<file path="src/rtl/seg7_scan_ctrl.sv">
// Time-multiplexed scan controller for common-anode 7-segment digits sharing one segment bus.
// Front bank is written by the host; the display bank is refreshed only at frame boundaries.
module seg7_scan_ctrl #(
  parameter int unsigned NUM_DIGITS  = 8,
  parameter int unsigned REFRESH_DIV = 100000,
  parameter int unsigned BLANK_CYC   = 2
) (
  input  logic       clk,
  input  logic       rst_n,
  input  logic       wr_en,
  input  logic [2:0] wr_addr,
  input  logic [3:0] wr_data,
  input  logic       wr_dp,
  input  logic [7:0] digit_en,
  input  logic       lz_blank,
  output logic [7:0] an,
  output logic [6:0] seg,
  output logic       dp,
  output logic       frame_done
);

  localparam int unsigned CntW   = (REFRESH_DIV > 1) ? $clog2(REFRESH_DIV) : 1;
  localparam logic [CntW-1:0] CntMax = CntW'(REFRESH_DIV - 1);
  localparam logic [2:0]      IdxMax = 3'(NUM_DIGITS - 1);

  typedef enum logic [0:0] {StGap, StShow} state_e;

  // With no blank gap the FSM must never sit in StGap, not even straight out of reset.
  localparam state_e StRst = (BLANK_CYC == 0) ? StShow : StGap;

  function automatic logic [6:0] hex2seg(input logic [3:0] v);
    logic [6:0] s;
    case (v)
      4'h0:    s = 7'h40;
      4'h1:    s = 7'h79;
      4'h2:    s = 7'h24;
      4'h3:    s = 7'h30;
      4'h4:    s = 7'h19;
      4'h5:    s = 7'h12;
      4'h6:    s = 7'h02;
      4'h7:    s = 7'h78;
      4'h8:    s = 7'h00;
      4'h9:    s = 7'h10;
      4'hA:    s = 7'h08;
      4'hB:    s = 7'h03;
      4'hC:    s = 7'h46;
      4'hD:    s = 7'h21;
      4'hE:    s = 7'h06;
      4'hF:    s = 7'h0E;
      default: s = 7'h7F;
    endcase
    return s;
  endfunction

  state_e                          state_q, state_d;
  logic [CntW-1:0]                 cnt_q, cnt_d;
  logic [2:0]                      idx_q, idx_d;
  logic [NUM_DIGITS-1:0][3:0]      front_val_q, front_val_d;
  logic [NUM_DIGITS-1:0]           front_dp_q, front_dp_d;
  logic [NUM_DIGITS-1:0][3:0]      disp_val_q, disp_val_d;
  logic [NUM_DIGITS-1:0]           disp_dp_q, disp_dp_d;
  logic [7:0]                      an_q, an_d;
  logic [6:0]                      seg_q, seg_d;
  logic                            dp_q, dp_d;
  logic                            frame_done_q, frame_done_d;

  logic                  slot_end;
  logic                  frame_end;
  logic [NUM_DIGITS-1:0] lz_mask;
  logic                  above_zero;
  logic [3:0]            cur_val;
  logic                  cur_dp;
  logic                  cur_lz;
  logic                  cur_en;

  // Slot counter, digit index and FSM
  always_comb begin
    slot_end  = (cnt_q == CntMax);
    frame_end = slot_end && (idx_q == IdxMax);
    cnt_d     = slot_end ? '0 : cnt_q + 1'b1;
    idx_d     = idx_q;
    if (slot_end) begin
      idx_d = (idx_q == IdxMax) ? 3'd0 : idx_q + 3'd1;
    end
    state_d = (32'(cnt_d) < BLANK_CYC) ? StGap : StShow;
  end

  // Front bank write and frame-boundary copy; the copy sees this cycle's write.
  always_comb begin
    front_val_d = front_val_q;
    front_dp_d  = front_dp_q;
    for (int i = 0; i < NUM_DIGITS; i++) begin
      if (wr_en && (wr_addr == 3'(i))) begin
        front_val_d[i] = wr_data;
        front_dp_d[i]  = wr_dp;
      end
    end
    disp_val_d = frame_end ? front_val_d : disp_val_q;
    disp_dp_d  = frame_end ? front_dp_d  : disp_dp_q;
  end

  // Leading-zero mask: walk from the most significant digit down.
  always_comb begin
    lz_mask    = '0;
    above_zero = 1'b1;
    for (int i = NUM_DIGITS - 1; i >= 0; i--) begin
      lz_mask[i] = (i != 0) && above_zero && (disp_val_q[i] == 4'h0);
      above_zero = above_zero && (disp_val_q[i] == 4'h0);
    end
  end

  always_comb begin
    cur_val = 4'h0;
    cur_dp  = 1'b0;
    cur_lz  = 1'b0;
    cur_en  = 1'b0;
    for (int i = 0; i < NUM_DIGITS; i++) begin
      if (idx_q == 3'(i)) begin
        cur_val = disp_val_q[i];
        cur_dp  = disp_dp_q[i];
        cur_lz  = lz_mask[i];
        cur_en  = digit_en[i];
      end
    end
  end

  always_comb begin
    an_d         = 8'hFF;
    seg_d        = 7'h7F;
    dp_d         = 1'b1;
    frame_done_d = frame_end;
    if ((state_q == StShow) && cur_en && !(lz_blank && cur_lz)) begin
      an_d  = ~(8'd1 << idx_q);
      seg_d = hex2seg(cur_val);
      dp_d  = ~cur_dp;
    end
  end

  always_ff @(posedge clk or negedge rst_n) begin
    if (!rst_n) begin
      state_q      <= StRst;
      cnt_q        <= '0;
      idx_q        <= 3'd0;
      front_val_q  <= '0;
      front_dp_q   <= '0;
      disp_val_q   <= '0;
      disp_dp_q    <= '0;
      an_q         <= 8'hFF;
      seg_q        <= 7'h7F;
      dp_q         <= 1'b1;
      frame_done_q <= 1'b0;
    end else begin
      state_q      <= state_d;
      cnt_q        <= cnt_d;
      idx_q        <= idx_d;
      front_val_q  <= front_val_d;
      front_dp_q   <= front_dp_d;
      disp_val_q   <= disp_val_d;
      disp_dp_q    <= disp_dp_d;
      an_q         <= an_d;
      seg_q        <= seg_d;
      dp_q         <= dp_d;
      frame_done_q <= frame_done_d;
    end
  end

  assign an         = an_q;
  assign seg        = seg_q;
  assign dp         = dp_q;
  assign frame_done = frame_done_q;

endmodule

</file>
<file path="config.mk">
export PLATFORM = sky130hd
export DESIGN_NAME = seg7_scan_ctrl
export DESIGN_NICKNAME = d
export VERILOG_FILES = /design/src/rtl/seg7_scan_ctrl.sv
export SDC_FILE = /design/constraint.sdc
export NUM_CORES = 1
export LEC_CHECK = 0
export BUFFER_PORTS_ARGS = -buffer_cell sky130_fd_sc_hd__buf_2
export CORE_UTILIZATION = 45
export DETAILED_ROUTE_END_ITERATION = 8
export GPL_TIMING_DRIVEN = 0
export PLACE_DENSITY_LB_ADDON = 0.1
export SLEW_MARGIN = 20
export SYNTH_ARGS = -nofsm -noshare
export SYNTH_HDL_FRONTEND = slang
export SYNTH_SLANG_ARGS = --single-unit
</file>
<file path="constraint.sdc">
create_clock -name clk -period 3.8 [get_ports clk]
set_input_delay 0.19 -clock clk [delete_from_list [all_inputs] [get_ports clk]]
set_output_delay 0.19 -clock clk [all_outputs]
set_load 0.02 [all_outputs]
</file>
### Yosys cells after proc, flatten, opt, wreduce, memory -nomap -nowiden

Memory sizes are Yosys's and may differ from the RTL's.
Cells that the tools add are included.

* bits in registers: 118
* ROM bits: 112
* input port bits: 20
* output and inout bits: 17
* memories kept: 1

* $add $sub $neg: 2
* magnitude comparators: 1
* eq/ne operators: 15
* shifts and indexed selects: 1
* mux-type cells: 53
* bitwise gates (word level): 2
* reductions and logical operators: 28

Memory list
* (name not given): words 16, bits a word 7, rd ports 1, clocked after memory_dff 0, wr ports 0, line 33 `case (v)`

Operators with widths (count)
* 4-bit 2-to-1 mux: 16
* 1-bit 2-to-1 mux: 33
* 4-bit zero test: 7
* 3-bit == test (second input constant): 8
* 1-bit logical AND: 18
* 17-bit by 1-bit adder with 17-bit output (second input constant): 1
* 17-bit == test (second input constant): 1
* 17-bit by 2-bit less-than comparator with 1-bit output (second input constant): 1
* 17-bit 2-to-1 mux: 1
* 3-bit by 2-bit == test with 1-bit output (second input constant): 4
* 8-bit 2-to-1 mux: 1
* 8-bit inverter: 1
* 1-bit by 3-bit << shifter with 8-bit output (first input constant): 1
* 7-bit 2-to-1 mux: 1
* 3-bit by 1-bit == test with 1-bit output (second input constant): 2
* 3-bit zero test: 2
* 3-bit by 1-bit adder with 3-bit output (second input constant): 1
* 3-bit 2-to-1 mux: 1
* 1-bit zero test: 1
* 1-bit inverter: 1

### Depth between registers and ports, before layout

Gate-level depths: netlist of the first run.

* depth in word-level cells: 18
* depth in mapped cells: 14

### Least setup slack after synthesis of the first run

OpenSTA, ideal clock, no wires.

* path type: register to register
* from: reg idx_q[2]
* to: reg seg_q[0] (netlist: seg[0])
* setup time: 0.085 ns
* data arrival time: 2.715 ns
* required time: 3.715 ns
* path slack: 1.000 ns
* cell stages (with the launch flop): 13
* buffers on the path: 2
* period minus slack after synthesis: 2.800 ns
* path through: dfrtp_1 buf_2 inv_1 buf_2 ha_1 or2_2 a221oi_1 o221ai_1 and3_1 inv_1 ha_1 or3b_2 o2111ai_1

* word-level cells in the longest chain between the ends: 12
* elaborated cells between the ends (all ways): 37

RTL lines
* start, declared: line 57 `logic [2:0] idx_q, idx_d;`
* start signal, assigned: line 155 `idx_q <= idx_d;`
* parallel branches: the longest is 11 deep, another holds memory 16 x 7 bit
* 7-bit 2-to-1 mux (*): line 132 `if ((state_q == StShow) && cur_en && !(lz_blank && cur_lz)) begin`
* named net seg_d[0]: line 63 `logic [6:0] seg_q, seg_d;`
* end signal, assigned: line 161 `seg_q <= seg_d;`
* end, declared: line 63

Mark *: on every way through the listed nets, which the timed path passes.
A chain may end at the register's enable or synchronous reset.

### Worst setup path after layout of the first run

* from: reg idx_q[0]
* to: reg seg_q[0] (netlist: seg[0])

Same word-level chain as after synthesis.

==> results of run 1 <==
[critical path: stages (launching register included)]
cell	delay (ns)
dfrtp_1	0.42
inv_1	0.10
ha_1	0.23
buf_1	0.37
clkbuf_1	0.46
a21oi_1	0.14
a221o_1	0.36
nand3_1	0.15
and2_1	0.20
ha_1	0.20
or3b_2	0.48
o2111ai_1	0.24
[cell usage in the layout (no fill, tap or decap), drive strengths merged, types with 4 or more instances in the layout]
master	n
and3	6
xnor2	13
nand3	23
ha	12
a211oi	6
mux2	79
o211ai	7
nor2	22
dfrtp	102
nor4	11
xor2	4
clkbuf	30
o21ai	14
nand4b	5
nor3	10
nand4	8
clkinv	6
nand2	32
dfstp	16
buf	53
a21oi	19
inv	20
[metal layers]
| metal | vias to the layer above | wire [µm] | global-route usage, % |
|---|---|---|---|
| met3 | 17 | 486 | 5.453 |
| met2 | 88 | 6373 | 36.32 |
| met1 | 2007 | 5859 | 27.94 |
| met5 | - | 0 | 0 |
| li1 | 1888 | - | - |
| met4 | 0 | 164 | 7.706 |
[metrics by stage]
stage | util (%) | std cells | power [µW] | hold WS (ns) | setup WS, ns
4_1_cts | 55.23 | 726 | 3216 | 0.1649 | 0.3904
2_1_floorplan | - | 488 | 1512 | -0.1056 | 1.000
3_5_place_dp | 50.21 | 693 | 1596 | 0.1087 | 0.4204
6_report | 55.23 | 726 | 3177 | 0.1774 | 0.3571
5_1_grt | 55.23 | 726 | 3303 | 0.1756 | 0.08717
3_3_place_gp | 49.93 | 692 | 1580 | 0.4753 | 0.4838
[timing repair]
item,CTS,global route
hold buffers,1,0
endpoints found under the hold margin,35,0
buffers inserted,0,0
[logic make-up after synthesis]
kind of cell	after synthesis	share of synthesized area, %
flops	118	52.55
xor+xnor	17	2.632
mux	81	16.08
buf+inv	46	3.805
compound gates	74	8.848
simple gates	140	13.43
fa+ha+maj	12	2.654
[power groups by stage]
stage                     Combinational [µW]  Clock (µW)  Sequential [µW]
after floorplan                          114           0             1400
after detailed placement                 196           0             1400
after global placement                   184           0             1400
after global routing                     217        1700             1390
after CTS                                197        1640             1380
final                                    192        1610             1380
[worst paths after layout]
check                           cells past startpoint               to           start  slack [ns]
worst max-delay path                               11           seg[0]        idx_q[0]        0.36
worst min-delay path                                2    front_dp_q[7]           wr_dp        0.18
worst max register to register                     11           seg[0]        idx_q[0]        0.36
worst min register to register                      1   front_val_q[4]  front_val_q[4]        0.49
max in group asynchronous                           3    disp_val_q[9]           rst_n        2.86
min in group asynchronous                           2  front_val_q[23]           rst_n        0.24
[cell type report]
cell class | count | share of cell area, %
buffer | 27 | 2.151
clock inverter | 13 | 2.319
tap | 168 | 3.143
inverter | 19 | 1.066
sequential | 118 | 44.44
timing repair buffer | 38 | 3.348
clock buffer | 19 | 6.622
multi-input combinational | 324 | 36.91
[registers in the layout, summed over array words and instances, names as in the netlist, 3 cells and up]
register,count
idx_q,3
front_dp_q,8
disp_dp_q,8
cnt_q,17
disp_val_q,32
an,8
front_val_q,32
seg,7
==> qor.yml, run 1 <==
maxSlewHeadroom_pct: 38.53
ff_latch_area_um2: 2973
ys_warn_count: 0
grt_use_total_pct: 21.90
area_delta_synth_final_pct: 18.25
outcome: "finished clean"
p_comb_share_pct: 6.0
synth_flop_cell: "dfrtp_1"
clock_latency_ns: 0.42
firstDrtPassIters: 4
synthTopCellsByCount: "dfrtp_1, mux2_2, nand2_1"
stdcell_area_um2: 6689
grt_max_degree: 84
drive_gt1_share_pct: 31.72
cts_root_buf: "clkbuf_16"
tightest_slew_ns: 0.9136
slew_viol_final: 0
power_leakage_uw: 0.002965
yosysSeqAreaShare_pct: 52.55
final_antenna_net_count: 0
wl_um: 12880
ys_top_cells_by_area: "dfrtp_1, mux2_2, dfstp_2"
drt_iter0_markers: 242
coreArea_um2: 12110
synthArstFlopShare_pct: 100.0
fmax_ghz: 0.2904
syn_nets: 520
worstPathArrival_ns: 3.76
multi_input_area_um2: 2469
gp_congestion: 0.8634
syn_inst: 488
hp-class: "in -> reg"
worstSetupPathType: "reg -> reg"
syn_avg_cell_area_um2: 11.59
nets: 577
switching_share_pct: 21.56
end_kind: "register"
ys_ff_latch: 118
drc_errors: 0
grt_setup_unrepaired: "no"
antenna_found_initial: 0
fin_skew_ns: 0.007945
die_w_um: 114.1
p_seq_share_pct: 43.4
hold_viol: 0
via_per_inst: 5.510
crit_fanout: 10
max-cap-violations: 0
fillCellCount: 1101
fin_crit_sh_pct: 90.60
grt_pass1_vias: 4147
min_period_ns: 3.443
overflow: 0
insertedDiodeCount: 0
clock_sinks: 118
cts_made_buffers: 17
yosysUniqueCellTypes: 57
vias: 4000
p_int_uw: 2492
setup-tns-final_ns: 0
synth_edf_count: 0
cts_max_level: 4
clockBufferDepth: 2
yosysTopAreaCell: "dfrtp_1"
tritoncts: "yes"
hpwl_um: 9270
finalSetupViolCount: 0
cts_resized: 0
top_level_ports: 37
cp.required_ns: 4.12
path_clk_slew_ns: 0.05
post_drt_wl_per_cell_um: 17.75
switchingPower_uw: 685.2
start_kind: "register"
netlist.area_leader.share_pct: 45.12
rows: 40
start_util_pct: 46.70
netlist_area_um2: 5657
dieHeight_um: 114.1
yosysMostFrequentCell: "dfrtp_1"
die-area_um2: 13020
power_frac_clock_pct: 50.6
irDropWorstVdd_v: 0.0003647
pwr_density_cell_nw_per_um2: 475.0
dpl_cell_area_um2: 6081
grt_pass1_wl_um: 21390
port_buffers: 36
Power figures use the tool's default switching activity.
==> inputs of run 2 (changes only) <==
- BUFFER_PORTS_ARGS: -buffer_cell sky130_fd_sc_hd__buf_2 -> unset
- DONT_BUFFER_PORTS: unset -> 1
==> qor.yml, run 2 (same netlist as run 1, synthesis figures left out) <==
outcome: "finished clean"
grt_setup_unrepaired: "no"
p_int_uw: 2572  # +3.2%
fin_crit_sh_pct: 89.85  # -0.75 points
fillCellCount: 1076  # -2.3%
irDropWorstVdd_v: 0.0003357  # -7.9%
clock_sinks: 118  # unchanged
setup-tns-final_ns: 0  # unchanged
end_kind: "register"
nets: 546  # -5.4%
port_buffers: 0  # -100%
maxSlewHeadroom_pct: 37.14  # -1.4 points
slowest_delay_ns: 0.47  # about the same
gp_congestion: 0.8714  # +0.93%
crit_path_frequent_cell: "ha_1"
drc_errors: 0  # unchanged
overflow: 0  # unchanged
worstSetupPathType: "reg -> reg"
reg.largest.list: "disp_val_q: 32 flops, front_val_q: 32 flops, cnt_q: 17 flops"
antenna_found_initial: 0  # unchanged
switchingPower_uw: 673.3  # -1.7%
worstPathArrival_ns: 3.74  # -0.02 ns
layout_commonest_cell: "dfrtp_1"
coreArea_um2: 12110  # unchanged
cts_made_buffers: 17  # unchanged
switching_share_pct: 20.75  # -0.82 points
dieHeight_um: 114.1  # unchanged
via_per_inst: 5.574  # +1.2%
cts_root_buf: "clkbuf_16"
drive_gt1_share_pct: 26.76  # -5.0 points
top_level_ports: 37  # unchanged
path_clk_slew_ns: 0.05  # about the same
power_leakage_uw: 0.002861  # -3.5%
multi_input_area_um2: 2469  # unchanged
tightest_slew_ns: 0.9343  # +0.02067 ns
instances_no_fill: 695  # -4.3%
clockBufferDepth: 2  # unchanged
cts_setup_buffers: 0  # unchanged
hpwl_um: 9012  # -2.8%
max-cap-violations: 0  # unchanged
min_period_ns: 3.414  # -0.02860 ns
clock_latency_ns: 0.41  # about the same
die-area_um2: 13020  # unchanged
fin_skew_ns: 0.01060  # +0.002659 ns
finalPower_uw: 3245  # +2.1%
fmax_ghz: 0.2929  # +0.84%
drt_iter0_markers: 206  # -15%
ff_latch_area_um2: 2973  # unchanged
grt_use_total_pct: 21.31  # -0.59 points
critPathTopFamily: "buffers and inverters"
cp.required_ns: 4.12  # about the same
slowest_stage: "or3b_2"
final_antenna_net_count: 0  # unchanged
final_cell_mix: "dfrtp_1, mux2_2, nand2_1, nand3_1, nor2_1"
p_comb_share_pct: 5.4  # -0.6 points
firstDrtPassIters: 5  # +1
finalSetupViolCount: 0  # unchanged
rows: 40  # unchanged
dp_cells: 656  # -5.3%
hold_viol: 0  # unchanged
cts_max_level: 4  # unchanged
die_w_um: 114.1  # unchanged
power_frac_clock_pct: 52.0  # +1.4 points
grt_pass1_vias: 3905  # -5.8%
start_kind: "register"
grt_pass1_wl_um: 20560  # -3.9%
start_util_pct: 46.70  # unchanged
slew_viol_final: 0  # unchanged
cp_num_buf_inv: 3  # unchanged
pwr_density_cell_nw_per_um2: 492.6  # +3.7%
area_delta_synth_final_pct: 16.46
crit_fanout: 10  # unchanged
insertedDiodeCount: 0  # unchanged
tritoncts: "yes"
wl_um: 12800  # -0.63%
cp_cell_sequence: "inv_1 -> ha_1 -> buf_1 -> clkbuf_1 -> a21oi_1 -> a221o_1 -> nand3_1 -> and2_1 -> ha_1 -> or3b_2 -> o2111ai_1"
post_drt_wl_per_cell_um: 18.42  # +3.8%
grt_max_degree: 119  # +42%
vias: 3874  # -3.2%
cts_resized: 0  # unchanged
p_seq_share_pct: 42.7  # -0.7 points
hp-class: "in -> reg"
## run 2: per-layer routing
metal	wire length [µm]	share of wire, %	global-route usage [%]
met1	6144	48	27.84
met2	6125	48	34.22
met3	361	2.8	5.135
met4	172	1.3	8.485
met5	0	0	0
## run 2: timing repair
item | 4_1_cts | 5_1_grt
setup endpoints to repair | 0 | 0
hold buffers | 7 | 0
endpoints found under the hold margin | 158 | 0
## run 2: area by class of cell
type | instances | area share, %
Sequential cell | 118 | 45.13
Multi-Input combinational cell | 324 | 37.47
Clock buffer | 20 | 6.933
Tap cell | 168 | 3.191
Clock inverter | 12 | 2.678
Buffer | 27 | 2.184
Timing Repair Buffer | 7 | 1.330
Inverter | 19 | 1.083
## run 2: path summary, 6_finish.rpt
check                                   from               to  slack, ns  cells past startpoint
worst max-delay path                idx_q[0]           seg[0]       0.39                     11
worst min register to register  disp_dp_q[7]               dp       0.48                      1
min in group asynchronous              rst_n  front_val_q[27]       0.37                      2
worst min-delay path              wr_addr[2]   front_val_q[5]       0.18                      2
worst max register to register      idx_q[0]           seg[0]       0.39                     11
max in group asynchronous              rst_n         idx_q[0]       2.96                      2
## run 2: metrics by stage
step	setup slack, ns	utilization [%]	hold WS, ns	cell area (µm²)
floorplan	1.000	-	-0.1056	5657
global placement	0.4720	48.44	-0.1028	5867
detailed placement	0.4748	48.44	-0.1028	5867
CTS	0.4468	54.39	0.1644	6588
global route	0.1915	54.39	0.1787	6588
finish	0.3857	54.39	0.1794	6588
## run 2: power groups by stage
stage / combinational [µW] / clock, µW / sequential (µW)
2_1_floorplan: 114 / 0 / 1400
3_3_place_gp: 129 / 0 / 1400
3_5_place_dp: 136 / 0 / 1410
4_1_cts: 178 / 1710 / 1390
5_1_grt: 195 / 1760 / 1390
6_report: 175 / 1690 / 1380
==> inputs of run 3 (changes only) <==
- CORE_UTILIZATION: 45 -> 63
==> qor.yml, run 3 (same netlist as run 1, synthesis figures left out) <==
outcome: "finished clean"
drive_gt1_share_pct: 26.29  # -0.47 points
path_clk_slew_ns: 0.05  # about the same
hold_viol: 0  # unchanged
overflow: 0  # unchanged
dieHeight_um: 96.76  # -15%
instances_no_fill: 633  # -8.9%
top_level_ports: 37  # unchanged
fin_crit_sh_pct: 89.36  # -0.49 points
start_util_pct: 64.86  # +18 points
vias: 4077  # +5.2%
max-cap-violations: 0  # unchanged
cts_made_buffers: 17  # unchanged
maxSlewHeadroom_pct: 31.26  # -5.9 points
reg.largest.list: "disp_val_q: 32 flops, front_val_q: 32 flops, cnt_q: 17 flops"
clock_sinks: 118  # unchanged
stdcell_area_um2: 6480  # -1.6%
port_buffers: 0  # unchanged
via_per_inst: 6.441  # +16%
grt_pass1_vias: 4160  # +6.5%
die_w_um: 96.76  # -15%
power_leakage_uw: 0.002861  # about the same
drc_errors: 0  # unchanged
cts_resized: 0  # unchanged
cp_cell_sequence: "inv_1 -> ha_1 -> buf_1 -> clkbuf_1 -> a21oi_1 -> a221o_1 -> nand3_1 -> and2_1 -> ha_1 -> or3b_2 -> o2111ai_1"
irDropWorstVdd_v: 0.0003198  # -4.7%
cp_num_buf_inv: 3  # unchanged
die-area_um2: 9362  # -28%
setup_slack_ns: 0.4045  # +0.01881 ns
cts_root_buf: "clkbuf_8"
antenna_found_initial: 0  # unchanged
pwr_density_cell_nw_per_um2: 492.2  # about the same
gp_congestion: 0.8547  # -1.9%
fin_skew_ns: 0.008309  # -0.002295 ns
start_kind: "register"
holdWs_ns: 0.07200  # -0.1074 ns
hp-class: "in -> reg"
slowest_delay_ns: 0.47  # about the same
post_drt_wl_per_cell_um: 20.31  # +10%
dp_cells: 596  # -9.1%
worstSetupPathType: "reg -> reg"
finalSetupViolCount: 0  # unchanged
place_ws_ns: 0.4858  # +0.01094 ns
min_period_ns: 3.396  # -0.01881 ns
layout_commonest_cell: "dfrtp_1"
grt_pass1_wl_um: 21420  # +4.2%
coreArea_um2: 8721  # -28%
hpwl_um: 8503  # -5.7%
cp.required_ns: 4.22  # +0.10 ns
tritoncts: "yes"
firstDrtPassIters: 5  # unchanged
slowest_stage: "or3b_2"
cts_max_level: 4  # unchanged
crit_path_frequent_cell: "ha_1"
critPathTopFamily: "buffers and inverters"
final_antenna_net_count: 0  # unchanged
fmax_ghz: 0.2945  # +0.55%
insertedDiodeCount: 0  # unchanged
tightest_slew_ns: 1.029  # +0.09452 ns
grt_setup_unrepaired: "no"
crit_fanout: 10  # unchanged
drt_iter0_markers: 335  # +63%
clockBufferDepth: 2  # unchanged
grt_max_degree: 119  # unchanged
end_kind: "register"
dpl_cell_area_um2: 5792  # -1.3%
nets: 546  # unchanged
cts_setup_buffers: 0  # unchanged
grt_use_total_pct: 29.85  # +8.5 points
final_cell_mix: "dfrtp_1, mux2_2, nand2_1, nand3_1, nor2_1"
wl_um: 12850  # +0.40%
worstPathArrival_ns: 3.82  # +0.08 ns
fillCellCount: 606  # -44%
rows: 34  # -15%
clock_latency_ns: 0.51  # +0.10 ns
setup-tns-final_ns: 0  # unchanged
slew_viol_final: 0  # unchanged
area_delta_synth_final_pct: 14.55
run 3: path summary, 6_finish.rpt:
kind / start / end / slack (ns) / cells past startpoint
worst max-delay path: idx_q[0] / seg[0] / 0.40 / 11
worst min-delay path: wr_addr[0] / front_val_q[3] / 0.07 / 2
worst max register to register: idx_q[0] / seg[0] / 0.40 / 11
worst min register to register: cnt_q[0] / cnt_q[0] / 0.49 / 1
max in group asynchronous: rst_n / an[3] / 3.07 / 2
min in group asynchronous: rst_n / front_val_q[22] / 0.29 / 2
run 3: routing by layer:
metal | vias up | global-route usage, % | part of all wire [%]
met5 | - | 0 | 0
met4 | 0 | 13.09 | 2.3
met3 | 29 | 7.009 | 5.9
met2 | 152 | 49.73 | 50
met1 | 2064 | 37.23 | 41
li1 | 1832 | - | -
run 3: stage by stage:
| step | util [%] | power [µW] |
|---|---|---|
| floorplan | - | 1512 |
| global placement | 66.41 | 1530 |
| detailed placement | 66.41 | 1544 |
| CTS | 74.30 | 3208 |
| global route | 74.30 | 3287 |
| finish | 74.30 | 3189 |
run 3: final cells by class:
| type | count | area [µm²] | share of cell area (%) |
|---|---|---|---|
| Buffer | 27 | 143.9 | 2.221 |
| Clock buffer | 21 | 449.2 | 6.932 |
| Clock inverter | 9 | 151.4 | 2.336 |
| Inverter | 19 | 71.32 | 1.101 |
| Multi-Input combinational cell | 324 | 2469 | 38.10 |
| Sequential cell | 118 | 2973 | 45.88 |
| Tap cell | 108 | 135.1 | 2.085 |
| Timing Repair Buffer | 7 | 87.58 | 1.352 |
run 3: timing repair:
action,CTS,global route
endpoints found under the setup margin,0,0
hold buffers,7,0
endpoints found under the hold margin,195,0
run 3: power breakdown:
part / internal, µW / leakage [µW] / switching (µW)
sequential: 1360 / 0.00147 / 29.6
combinational: 86.8 / 0.00109 / 90.5
clock: 1090 / 0.000294 / 536
total: 2530 / 0.00286 / 656
